`config.mk`:
```
export PLATFORM = sky130hd
export DESIGN_NAME = neureka_col_pres_accumulator
export DESIGN_NICKNAME = d
export VERILOG_FILES = /design/src/rtl/neureka_col_pres_accumulator.sv
export SDC_FILE = /design/constraint.sdc
export NUM_CORES = 1
export LEC_CHECK = 0
export CORE_MARGIN = 1.5
export CORE_UTILIZATION = 27
export DETAILED_ROUTE_END_ITERATION = 6
export MAX_ROUTING_LAYER = met4
export PLACE_DENSITY = 0.47
export SYNTH_ARGS = -nofsm -noshare
export SYNTH_HDL_FRONTEND = slang
export SYNTH_SLANG_ARGS = --single-unit
```
`constraint.sdc`:
```
create_clock -name clk_i -period 2.4 [get_ports clk_i]
set_input_delay 0.24 -clock clk_i [delete_from_list [all_inputs] [get_ports clk_i]]
set_output_delay 0.24 -clock clk_i [all_outputs]
set_load 0.02 [all_outputs]
```
`src/rtl/neureka_col_pres_accumulator.sv`:
```
// Column partial-result sink: accumulates a programmed number of beats and emits one word.
// Define NEUREKA_ACC_SATURATE_EN to clamp on overflow instead of wrapping modulo 2^ACC_WIDTH.
module neureka_col_pres_accumulator #(
  parameter int unsigned IN_WIDTH  = 28,
  parameter int unsigned ACC_WIDTH = 32,
  parameter int unsigned LEN_WIDTH = 8
) (
  input  logic                         clk_i,
  input  logic                         rst_i,
  input  logic                         enable_i,
  input  logic                         clear_i,
  input  logic                         start_i,
  input  logic [LEN_WIDTH-1:0]         len_i,
  input  logic                         signed_i,
  input  logic                         col_pres_valid_i,
  output logic                         col_pres_ready_o,
  input  logic [IN_WIDTH-1:0]          col_pres_data_i,
  input  logic [(IN_WIDTH+7)/8-1:0]    col_pres_strb_i,
  output logic                         acc_valid_o,
  input  logic                         acc_ready_i,
  output logic [ACC_WIDTH-1:0]         acc_data_o,
  output logic [(ACC_WIDTH+7)/8-1:0]   acc_strb_o,
  output logic                         busy_o,
  output logic                         done_o,
  output logic                         overflow_o
);

  typedef enum logic [1:0] {
    IDLE,
    ACCUM,
    OUTPUT
  } state_e;

  state_e               r_state;
  state_e               w_next_state;
  logic [ACC_WIDTH-1:0] r_acc;
  logic [LEN_WIDTH-1:0] r_count;
  logic [LEN_WIDTH-1:0] r_len;
  logic                 r_signed;
  logic                 r_overflow;

  logic                 w_reset;
  logic                 w_start;
  logic                 w_in_hs;
  logic                 w_last;
  logic [ACC_WIDTH-1:0] w_ext;
  logic [ACC_WIDTH:0]   w_sum_full;
  logic                 w_ovf_signed;
  logic                 w_ovf;
  logic [ACC_WIDTH-1:0] w_acc_next;
  logic                 w_unused_strb;

  assign w_unused_strb = ^col_pres_strb_i;

  assign w_reset = rst_i | clear_i;
  assign w_start = (r_state == IDLE) & start_i & enable_i;
  assign w_in_hs = (r_state == ACCUM) & enable_i & col_pres_valid_i;
  assign w_last  = (r_count == r_len - LEN_WIDTH'(1));

  // Widen the incoming beat; upper bits follow the job's latched signedness.
  always_comb begin
    w_ext = '0;
    w_ext[IN_WIDTH-1:0] = col_pres_data_i;
    for (int k = IN_WIDTH; k < ACC_WIDTH; k++) begin
      w_ext[k] = r_signed & col_pres_data_i[IN_WIDTH-1];
    end
  end

  assign w_sum_full   = {1'b0, r_acc} + {1'b0, w_ext};
  assign w_ovf_signed = (r_acc[ACC_WIDTH-1] == w_ext[ACC_WIDTH-1]) &&
                        (w_sum_full[ACC_WIDTH-1] != r_acc[ACC_WIDTH-1]);
  assign w_ovf        = r_signed ? w_ovf_signed : w_sum_full[ACC_WIDTH];

`ifdef NEUREKA_ACC_SATURATE_EN
  // Signed overflow can only happen when both operands share r_acc's sign, so it picks the rail.
  always_comb begin
    w_acc_next = w_sum_full[ACC_WIDTH-1:0];
    if (w_ovf) begin
      if (!r_signed) begin
        w_acc_next = {ACC_WIDTH{1'b1}};
      end else if (r_acc[ACC_WIDTH-1]) begin
        w_acc_next = {1'b1, {(ACC_WIDTH-1){1'b0}}};
      end else begin
        w_acc_next = {1'b0, {(ACC_WIDTH-1){1'b1}}};
      end
    end
  end
`else
  assign w_acc_next = w_sum_full[ACC_WIDTH-1:0];
`endif

  always_ff @(posedge clk_i) begin
    if (w_reset) begin
      r_state <= IDLE;
    end else if (enable_i) begin
      r_state <= w_next_state;
    end
  end

  always_comb begin
    w_next_state = r_state;
    case (r_state)
      IDLE: begin
        if (start_i) begin
          w_next_state = (len_i == '0) ? OUTPUT : ACCUM;
        end
      end
      ACCUM: begin
        if (w_in_hs && w_last) begin
          w_next_state = OUTPUT;
        end
      end
      OUTPUT: begin
        if (acc_ready_i) begin
          w_next_state = IDLE;
        end
      end
      default: w_next_state = IDLE;
    endcase
  end

  always_comb begin
    col_pres_ready_o = (r_state == ACCUM) & enable_i;
    acc_valid_o      = (r_state == OUTPUT);
    acc_data_o       = (r_state == OUTPUT) ? r_acc : '0;
    acc_strb_o       = '1;
    busy_o           = (r_state != IDLE);
    done_o           = (r_state == OUTPUT) & acc_ready_i & enable_i;
    overflow_o       = r_overflow;
  end

  always_ff @(posedge clk_i) begin
    if (w_reset) begin
      r_acc      <= '0;
      r_count    <= '0;
      r_len      <= '0;
      r_signed   <= 1'b0;
      r_overflow <= 1'b0;
    end else if (enable_i) begin
      if (w_start) begin
        r_acc      <= '0;
        r_count    <= '0;
        r_len      <= len_i;
        r_signed   <= signed_i;
        r_overflow <= 1'b0;
      end else if (w_in_hs) begin
        r_acc   <= w_acc_next;
        r_count <= r_count + LEN_WIDTH'(1);
        if (w_ovf) begin
          r_overflow <= 1'b1;
        end
      end
    end
  end

endmodule

```
Word-level counts from Yosys, hierarchy flattened:

Cells that the tools add are included.

* input port bits: 48
* flip-flop bits (word level): 52
* output and inout port bits: 41
* logic and storage cells: 50

* $add $sub $neg: 3
* equality and inequality tests: 8
* reduce and logical (&&, ||, !) cells: 11
* bitwise logic cells: 8
* mux-type cells: 14

Operator list (count)
* $mux 32: 3
* $add 32x32->33: 1
* $mux 8: 2
* $add 8x1->8 const B: 1
* $eq 8x8->1: 1
* $logic_not 8->1: 1
* $mux 2: 4
* $sub 8x1->8 const B: 1
* $and 1x1->1: 7
* $pmux 2 s3: 1
* $reduce_bool 2->1: 3
* $mux 1: 4
* $ne 2x2->1 const B: 2
* $reduce_and 2->1: 2
* $reduce_and 4->1: 1
* $reduce_and 3->1: 1
* $eq 2x1->1 const B: 1
* $eq 2x2->1 const B: 1
* $logic_and 1x1->1: 2
* $logic_not 2->1: 1
* $ne 2x1->1 const B: 1
* $eq 1x1->1: 1
* $ne 1x1->1: 1
* $or 1x1->1: 1

Depth between registers and ports, before layout:

Gate-level depths: netlist of run 1.

* depth in word-level cells: 8
* mapped depth: 10
* depth with buffers taken out: 10

Worst setup path before layout of run 1:

Ideal clock, no wire load.

* kind: reg2reg
* start point: register r_acc[0]
* end point: register r_overflow, in the netlist overflow_o
* path buffers: 0
* data arrival time: 2.361 ns
* period minus slack after synthesis: 2.500 ns
* path slack: -0.100 ns
* required time: 2.261 ns
* cell stages (with the launch flop): 11
* setup time: 0.139 ns
* path through: dfxtp_1 ha_1 fa_1 a211oi_1 o211ai_2 a21oi_2 o311ai_2 o211ai_2 nor4_2 a2111oi_2 a311oi_2

* word-level cells in the longest chain between the ends: 6

RTL lines
* start: declaration: RTL line 36 `logic [ACC_WIDTH-1:0] r_acc;`
* start signal: assignment: RTL line 147 `r_acc <= w_acc_next;`
* $add 32x32->33 *: RTL line 69 `assign w_sum_full = {1'b0, r_acc} + {1'b0, w_ext};`
* $ne 1x1->1: RTL line 71 `(w_sum_full[ACC_WIDTH-1] != r_acc[ACC_WIDTH-1]);`
* $logic_and 1x1->1: RTL line 70 `assign w_ovf_signed = (r_acc[ACC_WIDTH-1] == w_ext[ACC_WIDTH-1]) &&`
* $mux 1 *: RTL line 72 `assign w_ovf = r_signed ? w_ovf_signed : w_sum_full[ACC_WIDTH];`
* $reduce_bool 2->1 (no line) *
* $reduce_and 3->1 (no line) *
* end signal: assignment: RTL line 138 `r_overflow <= 1'b0;`
* end signal: assignment: RTL line 145 `r_overflow <= 1'b0;`
* end signal: assignment: RTL line 150 `r_overflow <= 1'b1;`
* end: declaration: RTL line 40 `logic r_overflow;`

Every way passes the cells marked *; elsewhere a longest branch is shown, timed or not.
A chain may end at the register's enable or synchronous reset.

Final worst setup path of run 1:

* start point: register r_acc[0]
* end point: register r_acc[30]

* word-level cells in the longest chain between the ends: 3

RTL lines
* $add 32x32->33: RTL line 69
* $mux 32: RTL line 146 `end else if (w_in_hs) begin`
* $mux 32: RTL line 140 `if (w_start) begin`

Every way passes these cells. The select of a mux whose other input is x is not followed.

==> metrics.md, run 1 <==
| Metric | Value |
|---|---|
| Outcome | complete, but fails checks |
| Avg Synthesized Cell Area | 7.773 sq um |
| Core box area | roughly 15000 sq um |
| Diodes inserted | 0 |
| VDD IR max | roughly 0.26 mV |
| I/O pin count | 89 |
| Endpoints failing setup | 1 |
| Skew final | 0.009946 ns |
| Port Buf Inserts | 80 |
| Routability-driven placement congestion ratio | 0.8404 |
| Initial antenna violation count | 0 |
| DR vias | 4324 |
| Starting DRC count in detailed routing | 105 |
| WL/cell | 14.44 microns |
| Area leader, netlist | dfxtp_1 |
| ANT nets after route | 0 |
| Worst R2R Start | r_acc[0]$_SDFFE_PP0P_ |
| CP Launch Type | flop |
| Worst path top cell family by delay | compound AO/OA/AOI/OAI gates |
| Hpwl dp | 9.896 mm |
| Die area | 16480 sq um |
| Yosys warning count | 0 |
| Total CTS buffers | 5 |
| Die height | 128.4 microns |
| Final nets | around 780 |
| Area Overhead vs Synth | 46.85% |
| Slowest CP cell | fa_2 |
| First-pass GRT wire length | 21.10 mm |
| Fin crit share | 100.4% |
| Final Worst Setup Slack | -0.009323 ns |
| Failing checks | setup timing |
| Worst Path Max Fanout | 4 |
| Largest net degree at the start of global routing | 32 |
| Fin cells | 912 |
| RSZ-0062 raised after global routing | true |
| Routed wire length | approximately 13 mm |
| CTS tree | done |
| Worst-path cell chain | ha_4 > fa_2 > a211oi_4 > o211ai_2 > a21oi_4 > o21a_1 > o31a_1 > o21ai_2 > mux2i_1 > a21o_1 |
| CTS Buffer Depth | 2 |
| Most frequent cells after synthesis | nand2_1, a21oi_1, dfxtp_1, nor2_1, and2_1 |
| Vias in the first global route | 4311 |
| Number of remaining DRC errors | 0 |
| Initial Util | between 20% and 30% |
| Reg2reg end | r_acc[30]$_SDFFE_PP0P_ |
| Synth top area cells | dfxtp_1, ha_1, nand2_1, a21oi_1, and2_1 |
| DR pass1 iterations | 4 |
| Clock Latency Late Sink | 0.32 ns |
| Fin. Hold Viols | 0 |
| Max-slew violations | 0 |
| Area post-placement | 5821 sq um |
| HP Class | primary input to flop |
| Leakage | about 0.0026 uW |
| Worst EP arrival | 2.63 ns |
| Hold path startpoint | col_pres_data_i[0] |
| Final Critical Period | 2.409 ns |
| GRT Residual Overflow | 0 |
| Max Clk Rate | a little over 400 MHz |
| Synthesized area | 4244 sq um |
| Tightest Pin Transition | 0.6414 ns |
| Top_reg_cell synth | dfxtp_1 |
| Clk sinks | 52 |
| CP bufs+invs | 0 |
| CTS clk-pin slew, worst paths | 0.08 ns |
| Post-synth EDFFs | 0 |
| Post-CTS Hold Buffers | 0 |
| Post-Syn Instances | 546 |
| H-tree levels | 2 |
| Synth top area share | 24.53% |
| Yosys cell types | 59 |
| Final Cell Area | 6232 sq um |
| CP peak stage delay | about 0.36 ns |
| Critical path type | flop to flop |
| Worst setup endpoint | r_acc[30]$_SDFFE_PP0P_ |
| Root Buffer | clkbuf_16 |
| CP Capture Type | flop |
| Setup slack, reg-to-reg | -0.009 ns |
| Worst Path Required | 2.62 ns |
| # fillers | 1553 |
| Worst R2R Path Depth | 10 |
| DP Cell Count | just under 900 |
| Routed vias/inst | 4.741 |
| Core Util, Final | 40.84% |
| Layout cell share with drive strength beyond 1 | 22.11% |
| Worst slew margin | 57.08% |
| Tot GR Track Use | 16.66% |
| Critical path depth in cells | 10 |
| #FFs+latches synth | 52 |
| Pwr/cell area | roughly 330 nW/um^2 |
| Top-count cell post-synth | nand2_1 |
| Die width | between 100 and 150 microns |
| Row count | 45 |
| Max cap viols | 0 |
| Crit path from | r_acc[0]$_SDFFE_PP0P_ |
| Asr flop ratio synth | 0% |
| Share of the yosys chip area belonging to registers | between 20% and 30% |
layout by cell type (no fill, tap or decap), types with 3 or more instances in the layout:
master and count:
nor2b_1 5, nor3_1 5, nand3_1 31, a22o_1 3
a211oi_1 3, nor4_1 4, dfxtp_1 50, o21ai_0 22
nand2_1 74, a21oi_1 51, ha_4 7, o31ai_1 5
and2_1 35, a211oi_2 3, o21ai_1 8, nand4_1 6
a21oi_4 4, a21oi_2 5, inv_1 5, clkbuf_16 5
clkdlybuf4s50_1 76, nand2b_1 4, o21ai_2 5, o211ai_1 4
nor2_1 34, buf_4 93, xnor2_1 24, and3_1 8
xor2_1 24, ha_1 25, conb_1 4, a21o_1 16
worst min-delay path by stage:
stage	end	slack [ns]	depth (start not counted)
floorplan	r_len[6]$_SDFFE_PP0P_	0.38	2
global placement	r_acc[27]$_SDFFE_PP0P_	0.46	2
detailed placement	r_acc[25]$_SDFFE_PP0P_	0.46	2
CTS	r_acc[0]$_SDFFE_PP0P_	0.46	4
global route	r_acc[25]$_SDFFE_PP0P_	0.49	2
finish	r_acc[0]$_SDFFE_PP0P_	0.46	4
logic make-up (layout without fill, tap and decap cells):
logic type	after synthesis	in the layout	share of synthesized area, %
mux	3	3	0.7370
fa+ha+maj	35	35	10.50
xor+xnor	48	48	9.906
other cells	1	4	0.08836
flops	52	52	24.53
compound gates	152	152	25.18
simple gates	221	221	25.50
buf+inv	34	186	3.567
per-layer routing:
layer | part of all wire [%] | routed length [microns] | global-route usage (%) | vias to the layer above
met3 | 2.7 | 352 | 2.578 | 10
li1 | - | - | - | 2236
met1 | 47 | 6218 | 20.21 | 2009
met4 | 1.3 | 169 | 5.089 | 0
met5 | 0 | 0 | - | -
met2 | 49 | 6425 | 28.46 | 69
state kept, by name, summed over array words and instances, names as in the netlist:
signal / flops
r_count: 8
r_len: 8
overflow_o: 1
r_signed: 1
r_state: 2
r_acc: 32
timing repair:
item                                    in CTS  in global routing
cloned                                       0                  0
buffers inserted                             5                  5
resized for setup                           10                 26
endpoints found under the setup margin      12                 15
pin swaps                                   17                 23
worst min-delay path, delay by kind of cell:
kind	cells	cell delay, ns
buf+inv	1	0.23
fa+ha+maj	1	0.12
compound gates	1	0.10
simple gates	1	0.04
area by class of cell:
type	instances	area (sq um)	share of cell area (%)
flip-flops and latches	52	1044	16.74
inverters	5	18.77	0.3011
repair buffers	173	1501	24.09
well taps	211	264.0	4.236
clock inverters	2	15.01	0.2409
multi-input cells	463	3251	52.16
clock buffers	6	138.9	2.228
per-stage QoR:
stage,setup TNS [ns],power [uW],worst slack [ns],hold slack [ns]
2_1_floorplan,0,1064,0.01200,0.3760
3_3_place_gp,-5.989,1232,-0.5204,0.4555
3_5_place_dp,-6.714,1234,-0.5804,0.4618
4_1_cts,-0.08658,2054,-0.04531,0.4573
5_1_grt,-1.025,2127,-0.1649,0.4906
6_report,-0.009323,2039,-0.009323,0.4589
where the power goes:
| group | internal (uW) | switching [uW] |
|---|---|---|
| Sequential | 867 | 5.73 |
| Clock | 418 | 394 |
| Combinational | 180 | 174 |
(Power assumes the default switching activity.)
==> inputs of run 2 (changes only) <==
--- a/config.mk
+++ b/config.mk
@@ -5,9 +5,11 @@
 export SDC_FILE = /design/constraint.sdc
 export NUM_CORES = 1
 export LEC_CHECK = 0
+export ABC_AREA = 1
 export CORE_MARGIN = 1.5
 export CORE_UTILIZATION = 27
 export DETAILED_ROUTE_END_ITERATION = 6
+export GPL_TIMING_DRIVEN = 0
 export MAX_ROUTING_LAYER = met4
 export PLACE_DENSITY = 0.47
 export SYNTH_ARGS = -nofsm -noshare
==> metrics.md, run 2 <==
| Metric | Value |
|---|---|
| Clock Latency Late Sink | 0.32 ns (about the same) |
| Sw Ratio | 29.93% (+1.8 points) |
| CTS tree | done |
| Die height | 134.1 microns (+4.5%) |
| Synth top area cells | dfxtp_1, nand2_1, a21oi_1, ha_1, nor2_1 |
| Max cap viols | 0 (unchanged) |
| Area post-placement | 5728 sq um (-1.6%) |
| Yosys cell types | 43 (-27%) |
| Endpoints failing setup | 0 (-1) |
| Sum Neg Setup Slack | 0 ns (+0.009323 ns) |
| Largest net degree at the start of global routing | 19 (-41%) |
| Worst slew margin | 52.53% (-4.5 points) |
| Final Critical Period | 2.250 ns (-0.1589 ns) |
| Fin. Hold Viols | 0 (unchanged) |
| Initial Util | 27.79% (about the same) |
| CTS clk-pin slew, worst paths | 0.08 ns (about the same) |
| Area leader, netlist | dfxtp_1 |
| Worst-path cell chain | inv_1 > nor2_1 > inv_2 > clkbuf_4 > nor2_1 > clkdlybuf4s50_1 |
| XOR/XNOR Fraction of Synth Area | 2.642% (-7.3 points) |
| CP Launch Type | flop |
| Postcts setup bufs | 0 (-5) |
| First-pass GRT wire length | 23.58 mm (+12%) |
| I/O pin count | 89 (unchanged) |
| Final Cell Area | 5912 sq um (-5.1%) |
| CP Capture Type | primary output |
| Share of power burned in registers | 43.3% (+0.5 points) |
| Final Worst Setup Slack | 0.1495 ns (+0.1589 ns) |
| WL/cell | 13.54 microns (-6.2%) |
| Post-Syn Instances | 757 (+39%) |
| Worst path top cell family by delay | buffers and inverters |
| Hpwl dp | 11.68 mm (+18%) |
| Initial antenna violation count | 0 (unchanged) |
| Synth top area share | 22.43% (-2.1 points) |
| Met2 Use GR | 27.81% (-0.66 points) |
| ANT nets after route | 0 (unchanged) |
| CP bufs+invs | 4 (+4) |
| DR pass1 iterations | 5 (+1) |
| Layout cell share with drive strength beyond 1 | 8.137% (-14 points) |
| Clk sinks | 52 (unchanged) |
| Most frequent cells after synthesis | nand2_1, nor2_1, inv_1, a21oi_1, dfxtp_1 |
| Most common cell on crit path | nor2_1 |
| Die area | 17980 sq um (+9.1%) |
| Critical path type | flop to primary output |
| Root Buffer | clkbuf_16 |
| Final nets | 930 (+19%) |
| Row count | 47 (+4.4%) |
| Vias in the first global route | 4730 (+9.7%) |
| Avg Synthesized Cell Area | 6.130 sq um (-21%) |
| Max-slew violations | 0 (unchanged) |
| Top_reg_cell synth | dfxtp_1 |
| Worst hold path stage count | 2 (-2) |
| Area Overhead vs Synth | 27.39% |
| Synth Area in Compound Gates | 17.34% (-7.8 points) |
| Die width | 134.1 microns (+4.5%) |
| Yosys warning count | 0 (unchanged) |
| #FFs+latches synth | 52 (unchanged) |
| GRT Residual Overflow | 0 (unchanged) |
| Outcome | finished clean |
| Worst Path Required | 2.16 ns (-0.46 ns) |
| Clock power frac | 39.7% (about the same) |
| Internal cell power | 1417 uW (-3.2%) |
| Slowest CP cell | clkdlybuf4s50_1 |
| Worst EP arrival | 2.01 ns (-0.62 ns) |
| Largest Register | r_acc |
| Tightest Pin Transition | 0.7120 ns (+0.07058 ns) |
| Main combinational cell family by area after synthesis | simple AND/OR/NAND/NOR gates |
| Critical path depth in cells | 6 (-4) |
| DP Cell Count | 1060 (+19%) |
| Multiplexer area fraction after synthesis | 0% (-0.74 points) |
| Most frequent cells in the layout | nand2_1, nor2_1, inv_1, a21oi_1 |
| Busiest grt layer | met2 |
| Max reg flops | 32 (unchanged) |
| Top Registers | r_acc: 32 flops, r_count: 8 flops, r_len: 8 flops |
| Met3 Track Usage GR | 2.343% (-0.23 points) |
| HP Class | flop to flop |
| Core box area | 16700 sq um (+9.5%) |
| Routed wire length | 14.46 mm (+9.9%) |
| Hold path startpoint | overflow_o$_SDFFE_PP0P_ |
| Synthesized area | 4641 sq um (+9.3%) |
| Top-count cell post-synth | nand2_1 |
| Worst Path Max Fanout | 10 (+6) |
| Max Clk Rate | 444.4 MHz (+7.1%) |
| Skew final | 0.009738 ns (-0.0002082 ns) |
| Adder-cell share of the synthesized area | 9.598% (-0.90 points) |
| Routability-driven placement congestion ratio | 0.8867 (+5.5%) |
| Crit path from | r_state[1]$_SDFFE_PP0P_ |
| Share of the yosys chip area belonging to registers | 22.43% (-2.1 points) |
| Commonest non-fill, non-tap cell in the layout | nand2_1 |
| DR vias | 4804 (+11%) |
| Worst R2R Start | r_signed$_SDFFE_PP0P_ |
| Diodes inserted | 0 (unchanged) |
| Leakage | 0.002800 uW (+8.4%) |
| Routed vias/inst | 4.498 (-5.1%) |
| Reported net switching power | 605.3 uW (+5.4%) |
| Total power after layout | 2022 uW (-0.80%) |
| Starting DRC count in detailed routing | 236 (+120%) |
| Worst R2R Path Depth | 10 (unchanged) |
| Synth Area in Simple Gates | 36.96% (+11 points) |
| Number of remaining DRC errors | 0 (unchanged) |
| Total CTS buffers | 5 (unchanged) |
| Pre-CTS WS | -0.1338 ns (+0.4466 ns) |
| Fin cells | 1068 (+17%) |
| Port Buf Inserts | 80 (unchanged) |
| Asr flop ratio synth | 0% (unchanged) |
| CP peak stage delay | 0.60 ns (+0.24 ns) |
| Met1 usage | 22.20% (+2.0 points) |
| H-tree levels | 2 (unchanged) |
| Pwr/cell area | 342.1 nW/um^2 (+4.6%) |
| Fin crit share | 93.77% (-6.6 points) |
| VDD IR max | 0.2657 mV (+0.79%) |
| CTS Buffer Depth | 2 (unchanged) |
| Post-synth EDFFs | 0 (unchanged) |
| Comb pwr share | 17.0% (-0.4 points) |
| Tot GR Track Use | 16.93% (+0.27 points) |
[run 2: worst paths after layout]
path,endpoint,slack (ns)
hold reg to reg,overflow_o$_SDFFE_PP0P_,0.47
hold / removal,overflow_o$_SDFFE_PP0P_,0.47
setup / recovery,acc_data_o[16],0.15
setup reg to reg,r_acc[29]$_SDFFE_PP0P_,0.19
[run 2: final cells by class]
cell class | count | area [sq um]
Buffer | 18 | 122.6
Sequential cell | 52 | 1042
Tap cell | 220 | 275.3
Fill cell | 1887 | 10790
Multi-Input combinational cell | 585 | 3103
Timing Repair Buffer | 80 | 824.5
Clock inverter | 3 | 25.02
Clock buffer | 5 | 125.1
Inverter | 105 | 394.1
[run 2: power by group through the flow]
stage | clock network (uW) | logic (uW) | registers [uW]
after floorplan | 0 | 209 | 895
after CTS | 832 | 349 | 876
after global placement | 0 | 348 | 896
after global routing | 852 | 385 | 878
after detailed placement | 0 | 347 | 897
final | 802 | 344 | 876
[run 2: worst min-delay path: stages (launching register included)]
cell and delay [ns]:
dfxtp_1 0.32, inv_1 0.06, a21oi_2 0.05
[run 2: repair_timing]
action,4_1_cts,5_1_grt
endpoints found under the setup margin,30,17
hold buffers,0,0
gates resized for setup,18,17
[run 2: logic make-up after synthesis]
| logic type | after synthesis |
|---|---|
| buf+inv | 123 |
| flops | 52 |
| compound gates | 146 |
| xor+xnor | 14 |
| fa+ha+maj | 35 |
| other cells | 1 |
| simple gates | 386 |
[run 2: metrics by stage]
step                      hold slack [ns]  utilization [%]
after floorplan                    0.3749                -
after global placement             0.4543            34.30
after detailed placement           0.4576            34.30
after CTS                          0.4711            35.15
after global routing               0.4938            35.40
final                              0.4682            35.40
[run 2: layer usage]
layer	vias to the layer above	routed length, microns
met5	-	0
met4	0	147
met3	11	666
met2	90	6528
met1	2080	7122
li1	2623	-
==> inputs of run 3 (changes only) <==
--- a/config.mk
+++ b/config.mk
@@ -11,7 +11,7 @@
 export DETAILED_ROUTE_END_ITERATION = 6
 export GPL_TIMING_DRIVEN = 0
 export MAX_ROUTING_LAYER = met4
-export PLACE_DENSITY = 0.47
+export PLACE_DENSITY = 0.45
 export SYNTH_ARGS = -nofsm -noshare
 export SYNTH_HDL_FRONTEND = slang
 export SYNTH_SLANG_ARGS = --single-unit
==> constraint.sdc (replaced) <==
create_clock -name clk_i -period 2.8 [get_ports clk_i]
set_input_delay 0.28 -clock clk_i [delete_from_list [all_inputs] [get_ports clk_i]]
set_output_delay 0.28 -clock clk_i [all_outputs]
set_load 0.02 [all_outputs]
==> metrics.md, run 3 (synthesis results as in run 2) <==
| Metric | Value |
|---|---|
| Outcome | finished clean |
| First-pass GRT wire length | 24.08 mm (+2.1%) |
| Row count | 47 (unchanged) |
| Met3 Track Usage GR | 3.288% (+0.94 points) |
| DR pass1 iterations | 5 (unchanged) |
| Top Registers | r_acc: 32 flops, r_count: 8 flops, r_len: 8 flops |
| VDD IR max | 0.2597 mV (-2.3%) |
| Routed vias/inst | 4.563 (+1.4%) |
| Max reg flops | 32 (unchanged) |
| Postcts setup bufs | 0 (unchanged) |
| Max Clk Rate | 384.9 MHz |
| Skew final | 0.007676 ns (-0.002061 ns) |
| ANT nets after route | 0 (unchanged) |
| Met2 Use GR | 28.81% (+1.0 points) |
| Core box area | 16700 sq um (unchanged) |
| Max-slew violations | 0 (unchanged) |
| Initial Util | 27.79% (unchanged) |
| Fin. Hold Viols | 0 (unchanged) |
| Met1 usage | 21.88% (-0.32 points) |
| Routed wire length | 14.84 mm (+2.6%) |
| Slowest CP cell | clkdlybuf4s50_1 |
| Clk sinks | 52 (unchanged) |
| RSZ-0062 raised after global routing | false |
| Routability-driven placement congestion ratio | 0.9195 (+3.7%) |
| Die height | 134.1 microns (unchanged) |
| Number of remaining DRC errors | 0 (unchanged) |
| DP Cell Count | 1060 (unchanged) |
| Largest Register | r_acc |
| Clock Latency Late Sink | 0.31 ns (about the same) |
| Max cap viols | 0 (unchanged) |
| Final Critical Period | approximately 2.6 ns |
| DR vias | 4873 (+1.4%) |
| Commonest non-fill, non-tap cell in the layout | nand2_1 |
| Sum Neg Setup Slack | 0 ns (unchanged) |
| HP Class | flop to flop |
| Total CTS buffers | 5 (unchanged) |
| Worst-path cell chain | inv_1 > nor2_1 > inv_2 > clkbuf_1 > nor2_1 > clkdlybuf4s50_1 |
| Leakage | 0.002436 uW (-13%) |
| Final nets | 930 (unchanged) |
| Worst EP arrival | 2.32 ns (+0.31 ns) |
| Vias in the first global route | 4796 (+1.4%) |
| Multi-input gate area | 3103 sq um (unchanged) |
| CTS tree | done |
| Worst slew margin | 55.96% (+3.4 points) |
| Total power after layout | 1729 uW (-14%) |
| H-tree levels | 2 (unchanged) |
| Worst Path Required | 2.52 ns (+0.36 ns) |
| Starting DRC count in detailed routing | 187 (-21%) |
| WHS | 0.4642 ns (-0.004026 ns) |
| Busiest grt layer | met2 |
| Pwr/cell area | 294.0 nW/um^2 (-14%) |
| Tightest Pin Transition | 0.6606 ns (-0.05144 ns) |
| Area Overhead vs Synth | 26.77% |
| Layout cell share with drive strength beyond 1 | 7.783% (-0.35 points) |
| I/O pin count | 89 (unchanged) |
| Fin cells | 1068 (unchanged) |
| CP peak stage delay | 0.62 ns (+0.02 ns) |
| CP Capture Type | primary output |
| Worst Path Max Fanout | 10 (unchanged) |
| Storage cell area | 1041 sq um (-0.12%) |
| Root Buffer | clkbuf_16 |
| Die width | 134.1 microns (unchanged) |
| CTS Buffer Depth | 2 (unchanged) |
| Endpoints failing setup | 0 (unchanged) |
| Die area | 17980 sq um (unchanged) |
| Most frequent cells in the layout | nand2_1, nor2_1, inv_1, a21oi_1, clkdlybuf4s50_1 |
| CP Launch Type | flop |
| Critical path type | flop to primary output |
| Largest net degree at the start of global routing | 20 (+1) |
| Tot GR Track Use | 17.41% (+0.48 points) |
| Initial antenna violation count | 0 (unchanged) |
| WL/cell | 13.90 microns (+2.6%) |
| Fin crit share | 92.79% |
| Hpwl dp | 12.22 mm (+4.7%) |
| CTS clk-pin slew, worst paths | 0.08 ns (about the same) |
| GRT Residual Overflow | 0 (unchanged) |
| Port Buf Inserts | 80 (unchanged) |
| Diodes inserted | 0 (unchanged) |
| # fillers | 1914 (+1.4%) |
| Most common cell on crit path | nor2_1 |
==> run 3: per-layer routing <==
layer	share of wire (%)	wire, microns
met5	0	0
met4	1.9	280
met3	3.8	566
met2	46	6768
met1	49	7229
==> run 3: stage by stage <==
stage	worst slack [ns]	area (sq um)	utilization [%]
3_5_place_dp	0.1936	5728	34.30
3_3_place_gp	0.1831	5728	34.30
4_1_cts	0.1228	5882	35.22
5_1_grt	0.02152	5883	35.23
2_1_floorplan	0.9366	4652	-
6_report	0.2019	5883	35.23
==> run 3: cell type report <==
class | instances | area share, %
Clock buffer | 5 | 2.127
Buffer | 18 | 1.957
Sequential cell | 52 | 17.69
Inverter | 105 | 6.699
Clock inverter | 3 | 0.4892
Tap cell | 220 | 4.679
Timing Repair Buffer | 80 | 13.61
Multi-Input combinational cell | 585 | 52.74
==> run 3: critical path: cells and delay by family (launching register included) <==
| kind | cells | cell delay [ns] |
|---|---|---|
| DFF | 1 | 0.44 |
| and+or+nand+nor | 2 | 0.37 |
| buffers and inverters | 4 | 1.21 |
==> run 3: what timing repair did <==
| action | CTS | global route |
|---|---|---|
| hold buffers | 0 | 0 |
| resized for setup | 0 | 2 |
| endpoints found under the setup margin | 0 | 1 |
| endpoints found under the hold margin | 0 | 0 |
==> run 3: final timing paths <==
| check | startpoint | to | slack (ns) | cells after the start |
|---|---|---|---|---|
| worst max-delay path | r_state[1]$_SDFFE_PP0P_ | acc_data_o[12] | 0.20 | 6 |
| worst min-delay path | overflow_o$_SDFFE_PP0P_ | overflow_o$_SDFFE_PP0P_ | 0.46 | 2 |
| worst max register to register | r_acc[0]$_SDFFE_PP0P_ | overflow_o$_SDFFE_PP0P_ | 0.58 | 12 |
| worst min register to register | overflow_o$_SDFFE_PP0P_ | overflow_o$_SDFFE_PP0P_ | 0.46 | 2 |
==> run 3: report_power, final <==
| part | leakage, uW | internal [uW] | switching [uW] |
|---|---|---|---|
| registers | 0.000420 | 745 | 5.57 |
| clock network | 0.0000767 | 346 | 336 |
| logic | 0.00194 | 129 | 167 |
| total | 0.00244 | 1220 | 509 |
